File: src/rtl/dmem_access_ctrl.sv
// -----------------------------------------------------------------------------
// dmem_access_ctrl
//
// Load/store initiator sitting between the datapath and a byte-addressed,
// big-endian 16-bit data memory. One request is in flight at a time:
//   IDLE  -> accept a request (req_valid & req_ready)
//   READ  -> hold mem_read for RD_LAT cycles, then sample mem_rdata
//   WRITE -> one-cycle mem_write pulse (byte or word)
//   RESP  -> present the response until rsp_ready is seen
//
// Parameters:
//   RD_LAT      cycles mem_read is held before mem_rdata is sampled (1..15)
//   ALIGN_CHECK 1 = word access at an odd address is answered with rsp_err
//               and never reaches memory; 0 = passed through unchanged
//
// Ports:
//   clk, rst                 clock (posedge), synchronous active-high reset
//   req_valid / req_ready    request handshake (req_ready is combinational)
//   req_op                   00 LW, 01 LB, 10 SW, 11 SB
//   req_signed               LB only: 1 = sign-extend, 0 = zero-extend
//   req_addr, req_wdata      byte address, store data (SB uses [7:0])
//   rsp_valid / rsp_ready    response handshake
//   rsp_data, rsp_err        load result (0 for stores/errors), misalign flag
//   mem_addr, mem_wdata      memory address / write data (held until next accept)
//   mem_read, mem_write      memory strobes (never both high)
//   mem_str_byte             1 = byte store of mem_wdata[7:0]
//   mem_rdata                {M[addr], M[addr+1]}
// -----------------------------------------------------------------------------
module dmem_access_ctrl #(
  parameter int RD_LAT      = 1,
  parameter bit ALIGN_CHECK = 1'b1
) (
  input  logic        clk,
  input  logic        rst,
  input  logic        req_valid,
  output logic        req_ready,
  input  logic [1:0]  req_op,
  input  logic        req_signed,
  input  logic [15:0] req_addr,
  input  logic [15:0] req_wdata,
  output logic        rsp_valid,
  input  logic        rsp_ready,
  output logic [15:0] rsp_data,
  output logic        rsp_err,
  output logic [15:0] mem_addr,
  output logic [15:0] mem_wdata,
  output logic        mem_read,
  output logic        mem_write,
  output logic        mem_str_byte,
  input  logic [15:0] mem_rdata
);

  typedef enum logic [1:0] {
    IDLE  = 2'd0,
    READ  = 2'd1,
    WRITE = 2'd2,
    RESP  = 2'd3
  } state_t;

  // Counter value reached in the last mem_read cycle.
  localparam logic [3:0] LAT_LAST = 4'(RD_LAT - 1);

  state_t      state_reg, state_next;
  logic [3:0]  cnt_reg, cnt_next;
  logic        byte_reg, byte_next;       // captured op[0]: byte access
  logic        signed_reg, signed_next;
  logic [15:0] mem_addr_reg, mem_addr_next;
  logic [15:0] mem_wdata_reg, mem_wdata_next;
  logic        mem_read_reg, mem_read_next;
  logic        mem_write_reg, mem_write_next;
  logic        str_byte_reg, str_byte_next;
  logic        rsp_valid_reg, rsp_valid_next;
  logic        rsp_err_reg, rsp_err_next;
  logic [15:0] rsp_data_reg, rsp_data_next;

  logic accept;
  logic misaligned;

  // Big-endian: the byte at the requested address is the upper half of the
  // returned word.
  function automatic logic [15:0] extract_load(input logic is_byte,
                                               input logic sext,
                                               input logic [15:0] rdata);
    logic [15:0] result;
    logic [7:0]  b;
    b = rdata[15:8];
    if (!is_byte) begin
      result = rdata;
    end else if (sext) begin
      result = {{8{b[7]}}, b};
    end else begin
      result = {8'h00, b};
    end
    return result;
  endfunction

  assign req_ready  = (state_reg == IDLE) && !rst;
  assign accept     = req_valid && req_ready;
  // Word ops have op[0] == 0.
  assign misaligned = ALIGN_CHECK && !req_op[0] && req_addr[0];

  always_comb begin
    state_next     = state_reg;
    cnt_next       = cnt_reg;
    byte_next      = byte_reg;
    signed_next    = signed_reg;
    mem_addr_next  = mem_addr_reg;
    mem_wdata_next = mem_wdata_reg;
    mem_read_next  = mem_read_reg;
    mem_write_next = mem_write_reg;
    str_byte_next  = str_byte_reg;
    rsp_valid_next = rsp_valid_reg;
    rsp_err_next   = rsp_err_reg;
    rsp_data_next  = rsp_data_reg;

    case (state_reg)
      IDLE: begin
        if (accept) begin
          byte_next      = req_op[0];
          signed_next    = req_signed;
          mem_addr_next  = req_addr;
          mem_wdata_next = req_wdata;
          cnt_next       = 4'd0;
          if (misaligned) begin
            // Rejected before touching memory.
            state_next     = RESP;
            rsp_valid_next = 1'b1;
            rsp_err_next   = 1'b1;
            rsp_data_next  = 16'h0000;
          end else if (req_op[1]) begin
            state_next     = WRITE;
            mem_write_next = 1'b1;
            str_byte_next  = req_op[0];
          end else begin
            state_next     = READ;
            mem_read_next  = 1'b1;
          end
        end
      end

      READ: begin
        if (cnt_reg == LAT_LAST) begin
          // Edge ending the RD_LAT-th mem_read cycle: data is valid now.
          state_next     = RESP;
          mem_read_next  = 1'b0;
          rsp_valid_next = 1'b1;
          rsp_err_next   = 1'b0;
          rsp_data_next  = extract_load(byte_reg, signed_reg, mem_rdata);
        end else begin
          cnt_next = cnt_reg + 4'd1;
        end
      end

      WRITE: begin
        state_next     = RESP;
        mem_write_next = 1'b0;
        str_byte_next  = 1'b0;
        rsp_valid_next = 1'b1;
        rsp_err_next   = 1'b0;
        rsp_data_next  = 16'h0000;
      end

      RESP: begin
        if (rsp_ready) begin
          state_next     = IDLE;
          rsp_valid_next = 1'b0;
          rsp_err_next   = 1'b0;
          rsp_data_next  = 16'h0000;
        end
      end

      default: begin
        state_next     = IDLE;
        mem_read_next  = 1'b0;
        mem_write_next = 1'b0;
        str_byte_next  = 1'b0;
        rsp_valid_next = 1'b0;
      end
    endcase
  end

  always_ff @(posedge clk) begin
    if (rst) begin
      state_reg     <= IDLE;
      cnt_reg       <= 4'd0;
      byte_reg      <= 1'b0;
      signed_reg    <= 1'b0;
      mem_addr_reg  <= 16'h0000;
      mem_wdata_reg <= 16'h0000;
      mem_read_reg  <= 1'b0;
      mem_write_reg <= 1'b0;
      str_byte_reg  <= 1'b0;
      rsp_valid_reg <= 1'b0;
      rsp_err_reg   <= 1'b0;
      rsp_data_reg  <= 16'h0000;
    end else begin
      state_reg     <= state_next;
      cnt_reg       <= cnt_next;
      byte_reg      <= byte_next;
      signed_reg    <= signed_next;
      mem_addr_reg  <= mem_addr_next;
      mem_wdata_reg <= mem_wdata_next;
      mem_read_reg  <= mem_read_next;
      mem_write_reg <= mem_write_next;
      str_byte_reg  <= str_byte_next;
      rsp_valid_reg <= rsp_valid_next;
      rsp_err_reg   <= rsp_err_next;
      rsp_data_reg  <= rsp_data_next;
    end
  end

  assign rsp_valid    = rsp_valid_reg;
  assign rsp_data     = rsp_data_reg;
  assign rsp_err      = rsp_err_reg;
  assign mem_addr     = mem_addr_reg;
  assign mem_wdata    = mem_wdata_reg;
  assign mem_read     = mem_read_reg;
  assign mem_write    = mem_write_reg;
  assign mem_str_byte = str_byte_reg;

endmodule

File: config.mk
export PLATFORM = sky130hd
export DESIGN_NAME = dmem_access_ctrl
export DESIGN_NICKNAME = d
export VERILOG_FILES = /design/src/rtl/dmem_access_ctrl.sv
export SDC_FILE = /design/constraint.sdc
export NUM_CORES = 1
export LEC_CHECK = 0
export ABC_AREA = 1
export CORE_MARGIN = 5
export CORE_UTILIZATION = 44
export CTS_BUF_LIST = sky130_fd_sc_hd__clkbuf_4 sky130_fd_sc_hd__clkbuf_8 sky130_fd_sc_hd__clkbuf_16
export CTS_CLUSTER_DIAMETER = 120
export DETAILED_ROUTE_END_ITERATION = 8
export PLACE_DENSITY = 0.89
export SETUP_SLACK_MARGIN = 0.05
export SKIP_CTS_REPAIR_TIMING = 1
export SKIP_LAST_GASP = 1
export SLEW_MARGIN = 20
export SYNTH_ARGS = -nofsm -noshare
export SYNTH_HDL_FRONTEND = slang
export SYNTH_SLANG_ARGS = --single-unit
File: constraint.sdc
create_clock -name clk -period 2 [get_ports clk]
set_input_delay 0.2 -clock clk [delete_from_list [all_inputs] [get_ports clk]]
set_output_delay 0.2 -clock clk [all_outputs]
set_load 0.01 [all_outputs]
==> results of run 1 <==
## stage by stage
step                hold WS [ns]  instances  util, %  setup slack, ns
floorplan                 0.2691        389        -           0.4867
CTS                       0.4438        574    65.44          -0.1029
global route              0.4534        574    65.68         -0.02928
detailed placement        0.4345        561    62.45           0.1713
global placement          0.4309        561    62.45           0.2482
finish                    0.4437        574    65.68          0.06452
## power breakdown
| part | internal, mW | switching (mW) | leakage (nW) |
|---|---|---|---|
| Clock | 0.620 | 0.436 | 0.0971 |
| Sequential | 1.57 | 0.189 | 0.499 |
| Combinational | 1.23 | 1.51 | 1.05 |
| Total | 3.42 | 2.14 | 1.65 |
## cell families (layout without fill, tap and decap cells)
family | after synthesis | count (layout) | share of synthesized area [%]
AO/OA/AOI/OAI | 93 | 93 | 17.33
XOR/XNOR | 2 | 2 | 0.6302
adder cells (fa/ha/maj) | 7 | 7 | 3.150
buffers and inverters | 79 | 187 | 12.33
flip-flops | 61 | 61 | 43.92
AND/OR/NAND/NOR | 147 | 147 | 22.64
## area by class of cell
class                      count  area, sq um
inverter                      60        225.2
clock buffer                  11        151.4
clock inverter                 2        35.03
tap                           77        96.34
sequential                    61         1221
fill                         536         2142
timing repair buffer         114         1139
multi-input combinational    249         1231
## worst min-delay path, cell delays in order, from the launching register on
cell     delay, ns
dfxtp_1       0.31
inv_1         0.04
a21oi_1       0.05
## layer usage
layer | global-route usage [%] | routed length, um | vias to the layer above
li1 | - | - | 1433
met5 | 0 | 0 | -
met1 | 20.85 | 2961 | 1206
met2 | 35.03 | 3981 | 57
met4 | 9.878 | 195 | 0
met3 | 2.949 | 370 | 17
## final timing paths
check	depth (start not counted)	slack, ns	endpoint	from
setup reg to reg	6	0.13	mem_addr[8]	state_reg[0]
hold / removal	2	0.44	mem_addr[11]	mem_addr[11]
hold reg to reg	2	0.44	mem_addr[11]	mem_addr[11]
setup / recovery	5	0.06	req_ready	state_reg[0]
## synth_stat cells, types with 2 or more instances
master	count
nand2_1	66
dfxtp_1	61
nor2_1	61
inv_1	59
o21ai_0	47
a21oi_1	40
nand3_1	10
clkbuf_1	8
ha_1	7
buf_6	5
o211ai_1	5
buf_2	4
nand4_1	3
nand2_4	2
nor3_1	2
==> results.toml, run 1 <==
[run_status]
status = "complete, no violations"

[critical_path]
critical_path_required_ns = 1.80
path_buf_inv = 3
arrival_ns = 1.74
critPathTopFamily = "buffers and inverters"
timing.critical_path.slowest_cell_delay_ns = 0.54
crit_chain = "inv_1, ha_4, inv_1, nor2_1, clkdlybuf4s50_1"
worstPathMaxFanout = 8
crit_top_cell = "inv_1"
cp-end-kind = "output port"
critPathKind = "flop to output port"
setup.worst_path.start_class = "flop"
crit_slowest_cell = "clkdlybuf4s50_1"

[route]
post_drt_wl_per_cell_um = 13.08
via_per_inst = 4.726
firstDrtPassIters = 5
postRouteAntennaNets = 0
drt_wl_total_mm = 7.508
route.detailed.drc = 0
vias = 2713
drt-initial-drc-count = 141

[clock_tree]
worstSkewPairLatency_ns = 0.33
cts_root_buffer = "clkbuf_8"
clock_path_buffers = 2
cts_made_buffers = 9
path_clk_slew_ns = 0.06
cts.htree.levels = 3
cts_sinks = 61
cts_tree = "yes"

[timing]
setup-tns-final_ns = 0
skew_ns = 0.008735
slew_headroom_pct = 72.08
fin_crit_ns = 1.935
finalHoldViolCount = 0
finalSetupViolations = 0
drv_slew = 0
fin_crit_sh_pct = 96.77
rsz0062_at_grt = "yes"
tightest_slew_ns = 0.4187
max_freq_ghz = 0.5167

[logic_synthesis]
avgSynthCellArea_sq_um = 7.147
yosysTopAreaCellShare_pct = 43.92
ys_top_cells_by_area = "dfxtp_1 44%, nand2_1 8.9%, o21ai_0 8.5%, nor2_1 8.2%, inv_1 8.0%"
synth_cells = 389
syn_area_sq_um = 2780
synth_ff_type = "dfxtp_1"
syn-num-nets = 451
synth_area_leader_cell = "dfxtp_1"
synth-edff-count = 0
ys_ff_latch = 61
synthArstFlopShare_pct = 0
yosysWarnings = 0
synth_seq_area_share_pct = 43.92
ys_types = 24

[pwr]
leakage_nw = 1.649
fin_total_pwr_mw = 5.562
power_density_nw_per_um2 = 1357
ir_drop_uv = 776.9

[global_routing]
antenna_found_initial = 0
grt_pass1_vias = 2586
grt_pass1_wl_mm = 11.71
grt_max_degree = 53
grt-ovfl-total = 0
grt_usage_pct = 19.03

[floorplan]
dieArea_sq_um = 8008
ios = 109
start_util_pct = 44.55
coreArea_sq_um = 6241
dieWidth_um = 89.49
placementRows = 29
die_y_um = 89.49

[placement]
port_buffers = 108
placed_area_sq_um = 3897
gp_congestion = 0.8114
dp_hpwl_mm = 5.640

[final_layout]
antenna_cells = 0
layout_common_cells = "108 x clkdlybuf4s50_1, 66 x nand2_1, 61 x nor2_1, 61 x dfxtp_1, 59 x inv_1"
syn_to_final_growth_pct = 47.43
drive_gt1_share_pct = 5.634
finish.instance_area_sq_um = 4099
finish.net_count = 557
final_common_cell = "clkdlybuf4s50_1"

[flow_run]
cap_violations = 0

[hold_path]
hp-class = "flop to flop"
Power figures use the tool's default switching activity.
==> inputs of run 2 (changes only) <==
--- a/config.mk
+++ b/config.mk
@@ -11,7 +11,7 @@
 export CTS_BUF_LIST = sky130_fd_sc_hd__clkbuf_4 sky130_fd_sc_hd__clkbuf_8 sky130_fd_sc_hd__clkbuf_16
 export CTS_CLUSTER_DIAMETER = 120
 export DETAILED_ROUTE_END_ITERATION = 8
-export PLACE_DENSITY = 0.89
+export PLACE_DENSITY = 0.81
 export SETUP_SLACK_MARGIN = 0.05
 export SKIP_CTS_REPAIR_TIMING = 1
 export SKIP_LAST_GASP = 1
==> run 2 against run 1 <==
  * Flip-flop and latch count unchanged
  * Final cell count is 0.35% higher
  * Sequential power about the same
  * Global-route usage decreased by 0.16 points
  * Clock skew is 0.0013 ns lower
  * Setup slack better by 0.17 ns
  * Highest routed layer unchanged
==> results.toml, run 2 (same netlist as run 1, synthesis figures left out) <==
[critical_path]
critPathKind = "flop to flop"
critical_path_required_ns = 2.20
setup.worst_path.start_class = "flop"
arrival_ns = 1.96
worstPathMaxFanout = 49
cp-end-kind = "flop"

[global_routing]
grt-ovfl-total = 0
grt-busiest-layer = "met2"
met1_usage_pct = 21.95
antenna_found_initial = 0
grt_usage_pct = 18.87
grt_max_degree = 50
use_met2_pct = 31.82
grt_pass1_vias = 2581
grt_pass1_wl_mm = 11.65
gr-usage-met3_pct = 3.687

[flow_run]
cap_violations = 0

[floorplan]
ios = 109
coreArea_sq_um = 6241
die_y_um = 89.49
placementRows = 29
start_util_pct = 44.55
dieWidth_um = 89.49
dieArea_sq_um = 8008

[timing]
max_freq_ghz = 0.5669
fin_crit_sh_pct = 88.19
tightest_slew_ns = 0.4229
fin_crit_ns = 1.764
drv_slew = 0
slew_headroom_pct = 71.81
rsz0062_at_grt = "no"
finalHoldViolCount = 0
setup-tns-final_ns = 0
fin_hold_ws_ns = 0.4427
skew_ns = 0.007435
finalSetupViolations = 0

[clock_tree]
worstSkewPairLatency_ns = 0.33
path_clk_slew_ns = 0.06
cts_tree = "yes"
cts_made_buffers = 9
cts_root_buffer = "clkbuf_8"
cts_sinks = 61
cts.htree.levels = 3
clock_path_buffers = 2

[final_layout]
drive_gt1_share_pct = 6.212
final_common_cell = "clkdlybuf4s50_1"
multiInputGateArea_sq_um = 1229
final_cells = 576
finish.net_count = 558
regArea_sq_um = 1221
finish.utilization_pct = 65.52
antenna_cells = 0
nFillCells = 550
syn_to_final_growth_pct = 47.07
layout_common_cells = "107 x clkdlybuf4s50_1, 66 x nand2_1, 61 x nor2_1, 61 x dfxtp_1, 57 x inv_1"

[route]
drt-initial-drc-count = 101
vias = 2685
via_per_inst = 4.661
firstDrtPassIters = 4
postRouteAntennaNets = 0
post_drt_wl_per_cell_um = 12.46
route.detailed.drc = 0
drt_wl_total_mm = 7.179

[run_status]
status = "complete, no violations"

[pwr]
ir_drop_uv = 695.6
power_density_nw_per_um2 = 1330
leakage_nw = 1.663

[placement]
port_buffers = 108
gp_congestion = 0.8477
dp_hpwl_mm = 5.370
numPlacedInstances = 562

[hold_path]
hp-class = "flop to flop"
==> run 2: final timing paths <==
check	from	endpoint	slack, ns	cells past startpoint
max	state_reg[0]	mem_addr[3]	0.24	6
min	mem_addr[0]	mem_addr[0]	0.44	2
min reg2reg	mem_addr[0]	mem_addr[0]	0.44	2
max reg2reg	state_reg[0]	mem_addr[3]	0.24	6
==> run 2: metrics by stage <==
stage / total power, mW / worst slack, ns / area (sq um)
global route: 5.949 / 0.07596 / 4089
CTS: 5.452 / -0.1162 / 4074
detailed placement: 4.479 / 0.2216 / 3905
global placement: 4.400 / 0.2836 / 3905
finish: 5.437 / 0.2362 / 4089
floorplan: 3.473 / 0.4867 / 2780
==> run 2: per-layer routing <==
layer / up-vias / wire length [um]
met5: - / 0
met4: 0 / 254
met3: 18 / 290
met2: 60 / 3504
met1: 1171 / 3131
li1: 1436 / -
==> run 2: critical path: stages (launching register included) <==
cell and delay (ns):
dfxtp_1 0.34, inv_2 0.11, ha_1 0.43, nand4_4 0.18, buf_4 0.30, o21ai_0 0.22, a21oi_1 0.06
==> run 2: report_power, final <==
part / leakage [nW] / total (mW) / internal, mW / switching [mW]
logic: 1.07 / 2.73 / 1.24 / 1.49
clock network: 0.0915 / 0.954 / 0.513 / 0.440
registers: 0.499 / 1.75 / 1.57 / 0.183
==> run 2: area by class of cell <==
type	count	share of cell area, %
clock buffers	12	3.886
clock inverters	2	0.2448
inverters	60	5.508
multi-input cells	249	30.05
flip-flops and latches	61	29.87
well taps	77	2.356
repair buffers	115	28.09
==> inputs of run 3 (changes only) <==
--- a/config.mk
+++ b/config.mk
@@ -6,12 +6,16 @@
 export NUM_CORES = 1
 export LEC_CHECK = 0
 export ABC_AREA = 1
+export ABC_CLOCK_PERIOD_IN_PS = 2000
+export CELL_PAD_IN_SITES_DETAIL_PLACEMENT = 0
+export CELL_PAD_IN_SITES_GLOBAL_PLACEMENT = 1
 export CORE_MARGIN = 5
-export CORE_UTILIZATION = 44
+export CORE_UTILIZATION = 30
 export CTS_BUF_LIST = sky130_fd_sc_hd__clkbuf_4 sky130_fd_sc_hd__clkbuf_8 sky130_fd_sc_hd__clkbuf_16
 export CTS_CLUSTER_DIAMETER = 120
 export DETAILED_ROUTE_END_ITERATION = 8
-export PLACE_DENSITY = 0.81
+export GPL_ROUTABILITY_DRIVEN = 0
+export PLACE_DENSITY = 0.8
 export SETUP_SLACK_MARGIN = 0.05
 export SKIP_CTS_REPAIR_TIMING = 1
 export SKIP_LAST_GASP = 1
==> run 3 against run 2 <==
  * Routed wire length increased by 8.6%
  * Critical path depth is 1 lower
  * Hold slack about the same
  * Highest routed layer unchanged
  * Sequential power about the same
==> results.toml, run 3 (same netlist as run 1, synthesis figures left out) <==
[clock_tree]
cts_tree = "yes"
worstSkewPairLatency_ns = 0.34
cts_root_buffer = "clkbuf_8"
cts_made_buffers = 9
clock_path_buffers = 2
path_clk_slew_ns = 0.07
cts.htree.levels = 3
cts_sinks = 61

[placement]
numPlacedInstances = 598
dp_slack_ns = 0.1419
port_buffers = 108
dp_hpwl_mm = 5.891

[final_layout]
antenna_cells = 0
finish.utilization_pct = 46.32
nFillCells = 932
final_common_cell = "clkdlybuf4s50_1"
layout_common_cells = "108 x clkdlybuf4s50_1, 66 x nand2_1, 61 x nor2_1, 61 x dfxtp_1, 57 x inv_1"
finish.net_count = 563
syn_to_final_growth_pct = 52.48
drive_gt1_share_pct = 7.510
regArea_sq_um = 1221
final_cells = 617
multiInputGateArea_sq_um = 1229

[global_routing]
grt-ovfl-total = 0
antenna_found_initial = 0
grt_max_degree = 69
grt_pass1_wl_mm = 12.74
grt_usage_pct = 14.05
grt_pass1_vias = 2633

[critical_path]
crit_cells = 5
timing.critical_path.slowest_cell_delay_ns = 0.54
worstPathMaxFanout = 6
cp-end-kind = "output port"
crit_slowest_cell = "clkdlybuf4s50_1"
path_buf_inv = 3
setup.worst_path.start_class = "flop"
reg2reg_depth = 9
critical_path_required_ns = 1.80
arrival_ns = 1.63
crit_chain = "inv_2, ha_4, inv_1, nor2_1, clkdlybuf4s50_1"
critPathTopFamily = "buffers and inverters"
critPathKind = "flop to output port"

[timing]
rsz0062_at_grt = "no"
fin_crit_ns = 1.827
slew_headroom_pct = 77.81
finalSetupViolations = 0
tightest_slew_ns = 0.3293
fin_crit_sh_pct = 91.37
skew_ns = 0.006341
drv_slew = 0
finalHoldViolCount = 0
worst_slack_ns = 0.1726
max_freq_ghz = 0.5472

[flow_run]
cap_violations = 0

[route]
drt_wl_total_mm = 7.796
via_per_inst = 4.331
firstDrtPassIters = 4
route.detailed.drc = 0
post_drt_wl_per_cell_um = 12.64
drt-initial-drc-count = 59
postRouteAntennaNets = 0
vias = 2672

[floorplan]
ios = 109
coreArea_sq_um = 9153
dieWidth_um = 106.3
start_util_pct = 30.38
die_y_um = 106.3
placementRows = 35
dieArea_sq_um = 11290

[hold_path]
hold_depth = 2
hp-class = "flop to flop"

[pwr]
leakage_nw = 1.708
power_density_nw_per_um2 = 1391
ir_drop_uv = 555.5

[run_status]
status = "complete, no violations"
==> run 3: worst register-to-register path, stage by stage, from the launching register on <==
cell,delay [ns]
dfxtp_1,0.38
inv_2,0.09
ha_1,0.28
nand2_1,0.12
nand2_1,0.18
nor2_8,0.26
buf_12,0.17
nand2_1,0.05
nand2_1,0.06
nor2_1,0.04
==> run 3: metrics by stage <==
step	area [sq um]	TNS, ns	hold WS [ns]	total power, mW
after floorplan	2780	0	0.2691	3.473
after global placement	3975	0	0.4309	4.519
after detailed placement	3975	0	0.4362	4.578
after CTS	4204	-0.1005	0.4469	5.875
after global routing	4239	0	0.4614	6.396
final	4239	0	0.4429	5.898
==> run 3: worst paths after layout <==
kind / from / endpoint / slack (ns)
max: state_reg[1] / req_ready / 0.17
min: mem_addr[4] / mem_addr[4] / 0.44
max reg2reg: state_reg[1] / rsp_data[3] / 0.27
min reg2reg: mem_addr[4] / mem_addr[4] / 0.44
==> run 3: layout make-up <==
| class | instances | share of cell area (%) |
|---|---|---|
| Multi-Input combinational cell | 249 | 28.98 |
| Tap cell | 111 | 3.276 |
| Clock buffer | 12 | 3.749 |
| Sequential cell | 61 | 28.81 |
| Inverter | 60 | 5.313 |
| Timing Repair Buffer | 120 | 28.22 |
| Clock inverter | 4 | 1.653 |
==> run 3: where the power goes <==
group	total [mW]	internal [mW]	switching (mW)
registers	1.76	1.57	0.188
logic	2.87	1.33	1.54
clock network	1.27	0.780	0.489
==> run 3: per-layer routing <==
layer | wire (um) | track usage [%] | vias up
li1 | - | - | 1443
met1 | 3545 | 17.28 | 1173
met2 | 3833 | 24.03 | 44
met3 | 302 | 3.522 | 12
met4 | 115 | 4.440 | 0
met5 | 0 | 0 | -
==> patch (settings of run 3) <==
Reset style: asynchronous (`rst`), changed in one clocked block. Comments in the files are not updated.
--- a/src/rtl/dmem_access_ctrl.sv
+++ b/src/rtl/dmem_access_ctrl.sv
@@ -179,7 +179,7 @@
     endcase
   end
 
-  always_ff @(posedge clk) begin
+  always_ff @(posedge clk or posedge rst) begin
     if (rst) begin
       state_reg     <= IDLE;
       cnt_reg       <= 4'd0;
Behaviour: differs if rst is asserted again (counterexample within 4 cycles, from zero or initial values and one cycle with rst high); with rst held inactive, the same outputs for 10 cycles.
==> patch against run 3 <==
- non-clock buffer count shrank 9
- utilization decreased by 0.20 points
- wire length shrank 7.3%
- synthesized area grew 3.9%
- setup slack improved by 0.17 ns
- maximum frequency increased by 9.9%
- sequential cell count unchanged
- power increased by 3.1%
- critical endpoint is now rsp_data[14]
- design area rose by 1.5%
- sequential power rose by 18%
==> patch: results (changes against run 3) <==
cts.clk_slew.worst_paths_ns: 0.07  # about the same
final.period_utilization_pct: 83.1  # was 91.4%
async_reset_ff_share_pct: 100  # was 0%
max-slew-margin-rel_pct: 48.9  # was 77.8%
finClkSkew_ns: 0.00770  # was 0.00634 ns
cts_htree_levels: 3  # unchanged
antenna_found_initial: 0  # unchanged
drive_above_1_share_pct: 6.51  # was 7.51%
layout.cells.non_filler: 590  # was 617
via_per_inst: 4.28  # was 4.33
first_pass_iters: 4  # unchanged
grt_max_degree: 69  # unchanged
grt_usage_pct: 12.9  # was 14.1%
dp.cells: 574  # was 598
tns_ns: 0  # unchanged
postSynthCellCount: 348  # was 389
port_buffers: 108  # unchanged
yosysWarnings: 0  # unchanged
synth-seq-area-share_pct: 52.8  # was 43.9%
cts_max_path_buffers: 2  # unchanged
synth_nets: 410  # was 451
ys_top_cells_by_count: "nand2_1, dfrtp_1, inv_1"  # was nand2_1, dfxtp_1, nor2_1
yosys_most_used_dff: "dfrtp_1"  # was dfxtp_1
clock-root-buffer: "clkbuf_8"  # unchanged
final_nets: 518  # was 563
grt_pass1_wl_mm: 12.1  # was 12.7 mm
drt_iter0_markers: 58  # was 59
cts_buffers: 9  # unchanged
synth_top_cells_by_area: "dfrtp_1, nand2_1, o21ai_0"  # was dfxtp_1, nand2_1, o21ai_0
arrival_ns: 1.93  # was 1.63 ns
clk_latency_ns: 0.33
status: "complete, no violations"  # unchanged
worst_ir_drop_vdd_mv: 0.503  # was 0.555 mV
worstPathMaxFanout: 7  # was 6
min_path_type: "input pin to register"  # was register to register
p_sw_mw: 2.23  # was 2.21 mW
grt_pass1_vias: 2524  # was 2633
num_antenna_cells: 0  # unchanged
wire_per_inst_um: 12.2  # was 12.6 um
p_leak_nw: 2.15  # was 1.71 nW
place_hpwl_mm: 5.26  # was 5.89 mm
yosysUniqueCellTypes: 22  # was 24
## patch: cell families (layout without fill, tap and decap cells)
| logic type | Yosys count | after routing | share of synthesized area, % |
|---|---|---|---|
| AOI/OAI and AO/OA | 81 | 81 | 14.2 |
| xor gates and xnor gates | 1 | 1 | 0.303 |
| adders and majority gates | 7 | 7 | 3.03 |
| buffers and inverters | 73 | 186 | 10.7 |
| DFF | 61 | 61 | 52.8 |
| and+or+nand+nor | 125 | 125 | 18.9 |
## patch: final cells by class
type	instances	area (sq um)
fillers	936	5030
flip-flops and latches	61	1530
repair buffers	111	1110
multi-input cells	214	1060
inverters	59	225
well taps	129	161
clock buffers	11	139
clock inverters	5	75.1
## patch: stage by stage
step	worst slack [ns]	instance area (sq um)
6_report	0.338	4300
5_1_grt	0.176	4300
4_1_cts	-0.177	4280
3_5_place_dp	0.165	4070
3_3_place_gp	0.239	4070
2_1_floorplan	-0.0256	2890
## patch: path summary, 6_finish.rpt
kind / from / to / slack (ns) / cells after the start
max: state_reg[1] / rsp_data[14] / 0.34 / 6
min: req_addr[9] / mem_addr[9] / 0.41 / 3
max reg2reg: state_reg[1] / rsp_data[14] / 0.34 / 6
min reg2reg: mem_wdata[5] / mem_wdata[5] / 0.48 / 2
max in group asynchronous: rst / mem_wdata[10] / 0.96 / 3
min in group asynchronous: rst / mem_write / 0.54 / 3
## patch: worst max-delay path, stage by stage (launching register included)
cell	delay, ns
dfrtp_1	0.41
inv_1	0.15
ha_1	0.32
nand3_1	0.29
a21oi_1	0.27
nand2_1	0.08
nand2_1	0.08
## patch: power by group through the flow
stage | clock [mW] | sequential, mW | combinational (mW)
2_1_floorplan | 0 | 2.23 | 1.37
3_3_place_gp | 0 | 2.07 | 2.80
3_5_place_dp | 0 | 2.08 | 2.84
4_1_cts | 1.23 | 2.07 | 2.85
5_1_grt | 1.29 | 2.15 | 3.17
6_report | 1.19 | 2.07 | 2.83
## patch: per-layer routing
| layer | up-vias | share of wire [%] | track usage (%) |
|---|---|---|---|
| met4 | 0 | 1.1 | 4.33 |
| li1 | 1300 | - | - |
| met1 | 1135 | 44 | 16.5 |
| met2 | 84 | 45 | 19.8 |
| met3 | 9 | 9.5 | 5.31 |
| met5 | - | 0 | 0 |
